### src/rtl/alu_op_sequencer.sv
// -----------------------------------------------------------------------------
// alu_op_sequencer
//   Issue controller that sits between the control unit/bus and the 32-bit ALU.
//   Takes one operation per request handshake, latches its operands, drives the
//   ALU's one-hot strobe for the op's latency, captures the 64-bit result C
//   into z_hi/z_lo and returns it over a response handshake. Only one
//   operation is in flight at a time.
//
// Ports
//   clk, clr_n            clock (rising edge), asynchronous active-low reset
//   req_valid/req_ready   request handshake; req_ready is high only in IDLE
//   req_op, req_a, req_b  opcode (0..12 legal) and operands
//   alu_ctl               one-hot ALU strobes, bit n = opcode n
//   alu_a, alu_b          operands presented to the ALU (latched on accept)
//   alu_c                 64-bit ALU result
//   rsp_valid/rsp_ready   response handshake
//   z_hi, z_lo, rsp_err   result halves and error flag (illegal op, DIV by 0)
//   op_count              completed responses, wraps at 2^CNT_W
// -----------------------------------------------------------------------------
module alu_op_sequencer #(
  parameter int LAT_BASE = 1,
  parameter int LAT_MUL  = 1,
  parameter int LAT_DIV  = 1,
  parameter int CNT_W    = 16
) (
  input  logic             clk,
  input  logic             clr_n,
  input  logic             req_valid,
  output logic             req_ready,
  input  logic [3:0]       req_op,
  input  logic [31:0]      req_a,
  input  logic [31:0]      req_b,
  output logic [12:0]      alu_ctl,
  output logic [31:0]      alu_a,
  output logic [31:0]      alu_b,
  input  logic [63:0]      alu_c,
  output logic             rsp_valid,
  input  logic             rsp_ready,
  output logic [31:0]      z_hi,
  output logic [31:0]      z_lo,
  output logic             rsp_err,
  output logic [CNT_W-1:0] op_count
);

  localparam logic [3:0] OP_MUL  = 4'd4;
  localparam logic [3:0] OP_DIV  = 4'd5;
  localparam logic [3:0] OP_LAST = 4'd12;

  localparam int LAT_MAX_BM = (LAT_BASE > LAT_MUL) ? LAT_BASE : LAT_MUL;
  localparam int LAT_MAX    = (LAT_MAX_BM > LAT_DIV) ? LAT_MAX_BM : LAT_DIV;
  localparam int LCW        = $clog2(LAT_MAX + 1);

  typedef enum logic [1:0] {
    S_IDLE,
    S_ISSUE,
    S_CAPTURE,
    S_RESP
  } state_t;

  state_t             state_reg, state_next;
  logic [3:0]         op_reg;
  logic [LCW-1:0]     lat_cnt_reg;
  logic [31:0]        a_reg, b_reg;
  logic [63:0]        z_reg;
  logic               err_reg;
  logic [CNT_W-1:0]   count_reg;
  logic               accept;
  logic               op_legal;

  function automatic logic [LCW-1:0] lat_for(input logic [3:0] op);
    if (op == OP_MUL)      return LCW'(LAT_MUL);
    else if (op == OP_DIV) return LCW'(LAT_DIV);
    else                   return LCW'(LAT_BASE);
  endfunction

  assign op_legal = (req_op <= OP_LAST);
  assign accept   = req_valid && req_ready;

  // state_reg is forced to IDLE asynchronously, so gating with clr_n keeps
  // req_ready low for the whole time reset is held.
  assign req_ready = clr_n && (state_reg == S_IDLE);
  assign rsp_valid = (state_reg == S_RESP);

  // Strobes decode directly from the state register: they drop to zero the
  // moment reset asserts and can only be non-zero (and then one-hot) in ISSUE.
  generate
    for (genvar gi = 0; gi < 13; gi++) begin : g_strobe
      assign alu_ctl[gi] = (state_reg == S_ISSUE) && (op_reg == 4'(gi));
    end
  endgenerate

  always_comb begin
    state_next = state_reg;
    case (state_reg)
      S_IDLE: begin
        if (accept) state_next = op_legal ? S_ISSUE : S_RESP;
      end
      S_ISSUE: begin
        if (lat_cnt_reg == LCW'(1)) state_next = S_CAPTURE;
      end
      S_CAPTURE: state_next = S_RESP;
      S_RESP: begin
        if (rsp_ready) state_next = S_IDLE;
      end
      default: state_next = S_IDLE;
    endcase
  end

  always_ff @(posedge clk or negedge clr_n) begin
    if (!clr_n) begin
      state_reg   <= S_IDLE;
      op_reg      <= '0;
      lat_cnt_reg <= '0;
      a_reg       <= '0;
      b_reg       <= '0;
      z_reg       <= '0;
      err_reg     <= 1'b0;
      count_reg   <= '0;
    end else begin
      state_reg <= state_next;
      case (state_reg)
        S_IDLE: begin
          if (accept) begin
            op_reg      <= req_op;
            a_reg       <= req_a;
            b_reg       <= req_b;
            lat_cnt_reg <= lat_for(req_op);
            // Illegal opcodes skip the ALU entirely and answer with an error.
            if (!op_legal) begin
              z_reg   <= '0;
              err_reg <= 1'b1;
            end
          end
        end
        S_ISSUE: lat_cnt_reg <= lat_cnt_reg - LCW'(1);
        S_CAPTURE: begin
          z_reg   <= alu_c;
          err_reg <= (op_reg == OP_DIV) && (b_reg == 32'd0);
        end
        S_RESP: begin
          if (rsp_ready) count_reg <= count_reg + CNT_W'(1);
        end
        default: ;
      endcase
    end
  end

  assign alu_a    = a_reg;
  assign alu_b    = b_reg;
  assign z_hi     = z_reg[63:32];
  assign z_lo     = z_reg[31:0];
  assign rsp_err  = err_reg;
  assign op_count = count_reg;

endmodule

### config.mk
export PLATFORM = sky130hd
export DESIGN_NAME = alu_op_sequencer
export DESIGN_NICKNAME = d
export VERILOG_FILES = /design/src/rtl/alu_op_sequencer.sv
export SDC_FILE = /design/constraint.sdc
export NUM_CORES = 1
export LEC_CHECK = 0
export CAP_MARGIN = 20
export CORE_ASPECT_RATIO = 1.75
export CORE_MARGIN = 4
export CORE_UTILIZATION = 40
export CTS_CLUSTER_SIZE = 8
export DETAILED_ROUTE_END_ITERATION = 7
export PLACE_DENSITY = 0.79
export SYNTH_ARGS = -nofsm -noshare
export SYNTH_HDL_FRONTEND = slang
export SYNTH_SLANG_ARGS = --single-unit
### constraint.sdc
create_clock -name clk -period 2.3 [get_ports clk]
set_input_delay 0.46 -clock clk [delete_from_list [all_inputs] [get_ports clk]]
set_output_delay 0.46 -clock clk [all_outputs]
set_load 0.01 [all_outputs]
# == After elaboration in Yosys (flattened, before gate mapping) ==
# Cells that the tools add are included.
# word_totals
ff_bits,152
input_bits,136
output_inout_bits,160
# op_classes
n_addsub,2
order_cmp,1
eq_ne,19
n_mux,13
n_reduce_logical,26
# ops
operator,count
2-to-1 mux 64 bit,2
case mux 64 bit (2 select lines),1
zero test 32 bit,1
equality test 4 bit (second input constant),5
adder 16 x 1 -> 16 bit (second input constant),1
equality test 4 x 3 -> 1 bit (second input constant),4
logical AND 1 bit,16
equality test 4 x 2 -> 1 bit (second input constant),2
2-to-1 mux 2 bit,4
case mux 2 bit (4 select lines),1
inequality test 2 bit (second input constant),3
AND reduction 2 bit,3
AND reduction 3 bit,2
equality test 2 bit (second input constant),2
equality test 4 x 1 -> 1 bit (second input constant),1
less-or-equal comparator 4 bit (second input constant),1
zero test 4 bit,1
case mux 1 bit (2 select lines),2
nonzero test 2 bit,2
2-to-1 mux 1 bit,3
equality test 2 x 1 -> 1 bit (second input constant),1
zero test 2 bit,1
inequality test 2 x 1 -> 1 bit (second input constant),1
subtractor 1 bit (second input constant),1

# == Longest topological paths before layout ==
# logic_depth
depth_word,5
mapped_depth,7
mapped_depth_nobuf,6

# == Worst setup path after synthesis ==
# No wires, ideal clock.
# synth_path
kind,register to output
start,reg state_reg[1]
end,out alu_ctl[0]
t_arrival_ns,1.387
slack_ns,0.453
stages_incl_launch_ff,6
path_buffers,0
path_cell_list,dfrtp_1 inv_1 ha_1 inv_1 or3_1 nor3_1
# synth_between
elab_chain_cells,2
# synth_lines
element,line_no,source
start: declaration,60,"state_t state_reg, state_next;"
start signal: assignment,120,state_reg <= state_next;
equality test 2 x 1 -> 1 bit,88,assign alu_ctl[gi] = (state_reg == S_ISSUE) && (op_reg == 4'(gi));
logical AND 1 bit,88,
end: declaration,33,"output logic [12:0] alu_ctl,"
# Every way passes these cells.

# == Final worst setup path ==
# layout_path
start,reg state_reg[1]
end,out alu_ctl[8]
# The elaborated chain is that of the path after synthesis.

==> results.py <==
metrics = {
    "logic_synthesis": {
        "synth_cell_type_count": 36,
        "ys.warnings.count": 0,
        "synth_nets": 550,
        "syn_inst": 408,
        "synth_area_sq_um": 5930,
        "synth-seq-cells": 152,
        "synth-seq-area-share": 0.641,
        "syn_area_per_cell_sq_um": 14.5,
    },
    "critical_path": {
        "endpoint_kind": "primary output",
        "worst_setup_path_start_kind": "register",
        "cp_cell_sequence": "inv_2, ha_4, buf_6, nand3b_1, buf_6, nor3_4, buf_2",
        "critPathMaxStageDelay_ns": 0.39,
        "cpMaxStageDelayCell": "dfrtp_1",
        "crit_arrival_ns": 1.75,
        "cp_max_fo": 4,
        "criticalPathCategory": "register to primary output",
        "required_ns": 1.84,
        "cpMostUsedCell": "buf_6",
    },
    "floorplanning": {
        "initial_core_util": 0.411,
        "io_pins": 296,
        "num_rows": 58,
        "die_x_um": 100,
        "coreArea_sq_um": 14400,
        "dieArea_sq_um": 16900,
        "fp.dieH_um": 169,
    },
    "timing": {
        "final.setup.tns_ns": 0,
        "fin_ws_ns": 0.0881,
        "worst_pin_slew_ns": 0.722,
        "layout_min_cycle_time_ns": 2.21,
        "skew_ns": 0.0111,
        "finalHoldViolations": 0,
        "grt_setup_unrepaired": "no",
        "drv_slew": 0,
        "max_clock_freq_mhz": 452,
        "fin_crit_sh": 0.962,
        "relSlewSlack": 0.519,
        "setup_viol": 0,
    },
    "power": {
        "seq_power_share": 0.347,
        "p_switching_mw": 4.46,
        "p_per_area_nw_per_um2": 1400,
        "pwr-share-comb": 0.437,
        "p_int_mw": 9.26,
        "peakVddDrop_mv": 0.894,
        "swShare": 0.325,
        "p_leak_nw": 4.24,
        "clkPwrFrac": 0.215,
    },
    "clocking": {
        "clock_latency_ns": 0.41,
        "clock-sinks": 152,
        "cts.path.max_buffers": 2,
        "htreeDepth": 4,
        "clkTransAtPathRegs_ns": 0.06,
        "cts_inserted_buffers": 17,
        "cts_root_buf": "clkbuf_16",
        "cts_tree": "yes",
    },
    "route": {
        "drt-total-wl_um": 18400,
        "post_drt_via_cell_ratio": 5.19,
        "antenna_left": 0,
        "drt_first_pass_iters": 4,
        "wire_per_inst_um": 20.2,
        "vias": 4728,
        "route.detailed.drc": 0,
        "dr.first_iter.drc_count": 131,
    },
    "layout": {
        "largest_reg_flops": 64,
        "fillCellCount": 1054,
        "diodes": 0,
        "nets": 860,
        "final_area_sq_um": 9790,
        "utilization": 0.678,
        "areaGrowthSynthToFinish_pct": 65.2,
        "instances_no_fill": 911,
        "drive_gt1_frac": 0.187,
    },
    "worst_hold_path": {
        "hp-class": "input port to async pin",
    },
    "job": {
        "maxCapViolCount": 0,
    },
    "placed_design": {
        "io_buffers": 295,
        "dp_slack_ns": 0.0312,
        "dp_hpwl_um": 13800,
        "dpl_cell_area_sq_um": 9130,
        "dpl.cell_count": 875,
        "place_congestion": 0.819,
    },
    "global_route": {
        "grt.total_usage": 0.216,
        "antenna_found_initial": 0,
        "grt_max_degree": 72,
        "grt_overflow_total": 0,
        "grt_pass1_vias": 5216,
        "grt_pass1_wl_um": 28100,
    },
    "run_status": {
        "status": "completed",
    },
}
==> critical path: cells and delay by family, from the launching register on <==
family | cells | cell delay [ns]
flops | 1 | 0.39
simple gates | 2 | 0.29
fa+ha+maj | 1 | 0.13
buf+inv | 4 | 0.52
==> placed cells by master, fill, tap and decap left out, types with 4 or more instances in the layout <==
master,instances
xor2_1,5
clkbuf_16,17
buf_4,10
ha_1,5
nand4_1,5
dfrtp_1,152
nand3_1,7
inv_6,6
xnor2_1,10
inv_1,5
nor3_1,4
and3_1,4
buf_6,4
dlygate4sd2_1,6
clkdlybuf4s50_1,280
buf_2,7
nor2_1,11
nor4_1,7
mux2_2,69
nand2_1,7
a22o_1,64
==> synthesized netlist by cell type <==
| master | instances | share of area |
|---|---|---|
| a21oi_1 | 3 | 0.0025 |
| a22o_1 | 64 | 0.095 |
| a31oi_1 | 1 | 0.0011 |
| and2_1 | 1 | 0.0011 |
| and3_1 | 4 | 0.0042 |
| and4_1 | 2 | 0.0030 |
| buf_1 | 1 | 0.00063 |
| buf_2 | 13 | 0.011 |
| buf_6 | 5 | 0.0095 |
| clkbuf_1 | 2 | 0.0013 |
| dfrtp_1 | 152 | 0.64 |
| ha_1 | 6 | 0.013 |
| inv_1 | 6 | 0.0038 |
| mux2_2 | 69 | 0.13 |
| mux2i_1 | 2 | 0.0034 |
| nand2_1 | 7 | 0.0044 |
| nand2b_1 | 3 | 0.0032 |
| nand3_1 | 7 | 0.0059 |
| nand3_2 | 1 | 0.0017 |
| nand3b_1 | 2 | 0.0025 |
| nand4_1 | 5 | 0.0053 |
| nor2_1 | 13 | 0.0082 |
| nor2b_1 | 2 | 0.0021 |
| nor3_1 | 6 | 0.0051 |
| nor4_1 | 7 | 0.0074 |
| nor4_2 | 1 | 0.0021 |
| nor4b_1 | 1 | 0.0015 |
| o211ai_1 | 1 | 0.0013 |
| o21a_1 | 1 | 0.0013 |
| o21ai_0 | 1 | 0.00084 |
| o21ai_1 | 1 | 0.00084 |
| o22ai_1 | 1 | 0.0011 |
| or2_1 | 1 | 0.0011 |
| or3_1 | 1 | 0.0011 |
| xnor2_1 | 10 | 0.015 |
| xor2_1 | 5 | 0.0074 |
==> routing by layer <==
metal	routed length, um	track usage	up-vias
li1	-	-	2113
met5	0	0	-
met4	603	0.0962	0
met2	10100	0.393	211
met1	6240	0.226	2360
met3	1450	0.0656	44
==> kinds of logic (layout without fill, tap and decap cells) <==
group | count (synthesis) | after routing | synth area share
AND/OR/NAND/NOR | 64 | 64 | 0.0597
buffers and inverters | 27 | 350 | 0.0262
XOR/XNOR | 15 | 15 | 0.0222
adder cells (fa/ha/maj) | 6 | 6 | 0.0127
multiplexers | 71 | 71 | 0.134
AO/OA/AOI/OAI | 73 | 73 | 0.103
flip-flops | 152 | 152 | 0.641
==> what timing repair did <==
action,4_1_cts,5_1_grt
hold buffers,1,0
hold endpoints to repair,9,0
resized for setup,38,12
setup endpoints to repair,14,9
buffers inserted,3,0
==> stage by stage <==
step	hold slack, ns	total power [mW]
after global placement	0.291	10.6
after floorplan	0.164	7.28
final	0.453	13.7
after detailed placement	0.292	10.8
after global routing	0.451	14.5
after CTS	0.418	13.8
==> cell type report <==
| cell class | count | area (sq um) | share of cell area |
|---|---|---|---|
| sequential | 152 | 3800 | 0.388 |
| timing repair buffer | 312 | 3090 | 0.315 |
| multi-input combinational | 229 | 2030 | 0.207 |
| clock buffer | 17 | 425 | 0.0434 |
| tap | 180 | 225 | 0.0230 |
| clock inverter | 15 | 201 | 0.0206 |
| inverter | 6 | 22.5 | 0.00230 |
==> power groups by stage <==
stage	Sequential, mW	Clock [mW]	Combinational [mW]
6_report	4.77	2.96	6.01
5_1_grt	4.94	3.15	6.38
4_1_cts	4.76	3.02	6.06
3_5_place_dp	4.78	0	5.99
3_3_place_gp	4.70	0	5.85
2_1_floorplan	5.20	0	2.08
==> final timing paths <==
check,from,endpoint,slack (ns),depth (start not counted)
worst max-delay path,state_reg[1]$_DFFE_PN0P_,alu_ctl[8],0.09,7
worst min-delay path,clr_n,z_reg[17]$_DFFE_PN0P_,0.45,2
worst max register to register,state_reg[0]$_DFFE_PN0P_,z_reg[43]$_DFFE_PN0P_,0.40,7
worst min register to register,op_count[15]$_DFFE_PN0P_,op_count[15]$_DFFE_PN0P_,0.48,1
max in group asynchronous,clr_n,alu_a[6]$_DFFE_PN0P_,0.90,3
min in group clk,op_count[15]$_DFFE_PN0P_,op_count[15]$_DFFE_PN0P_,0.48,1
Power figures use the tool's default switching activity.
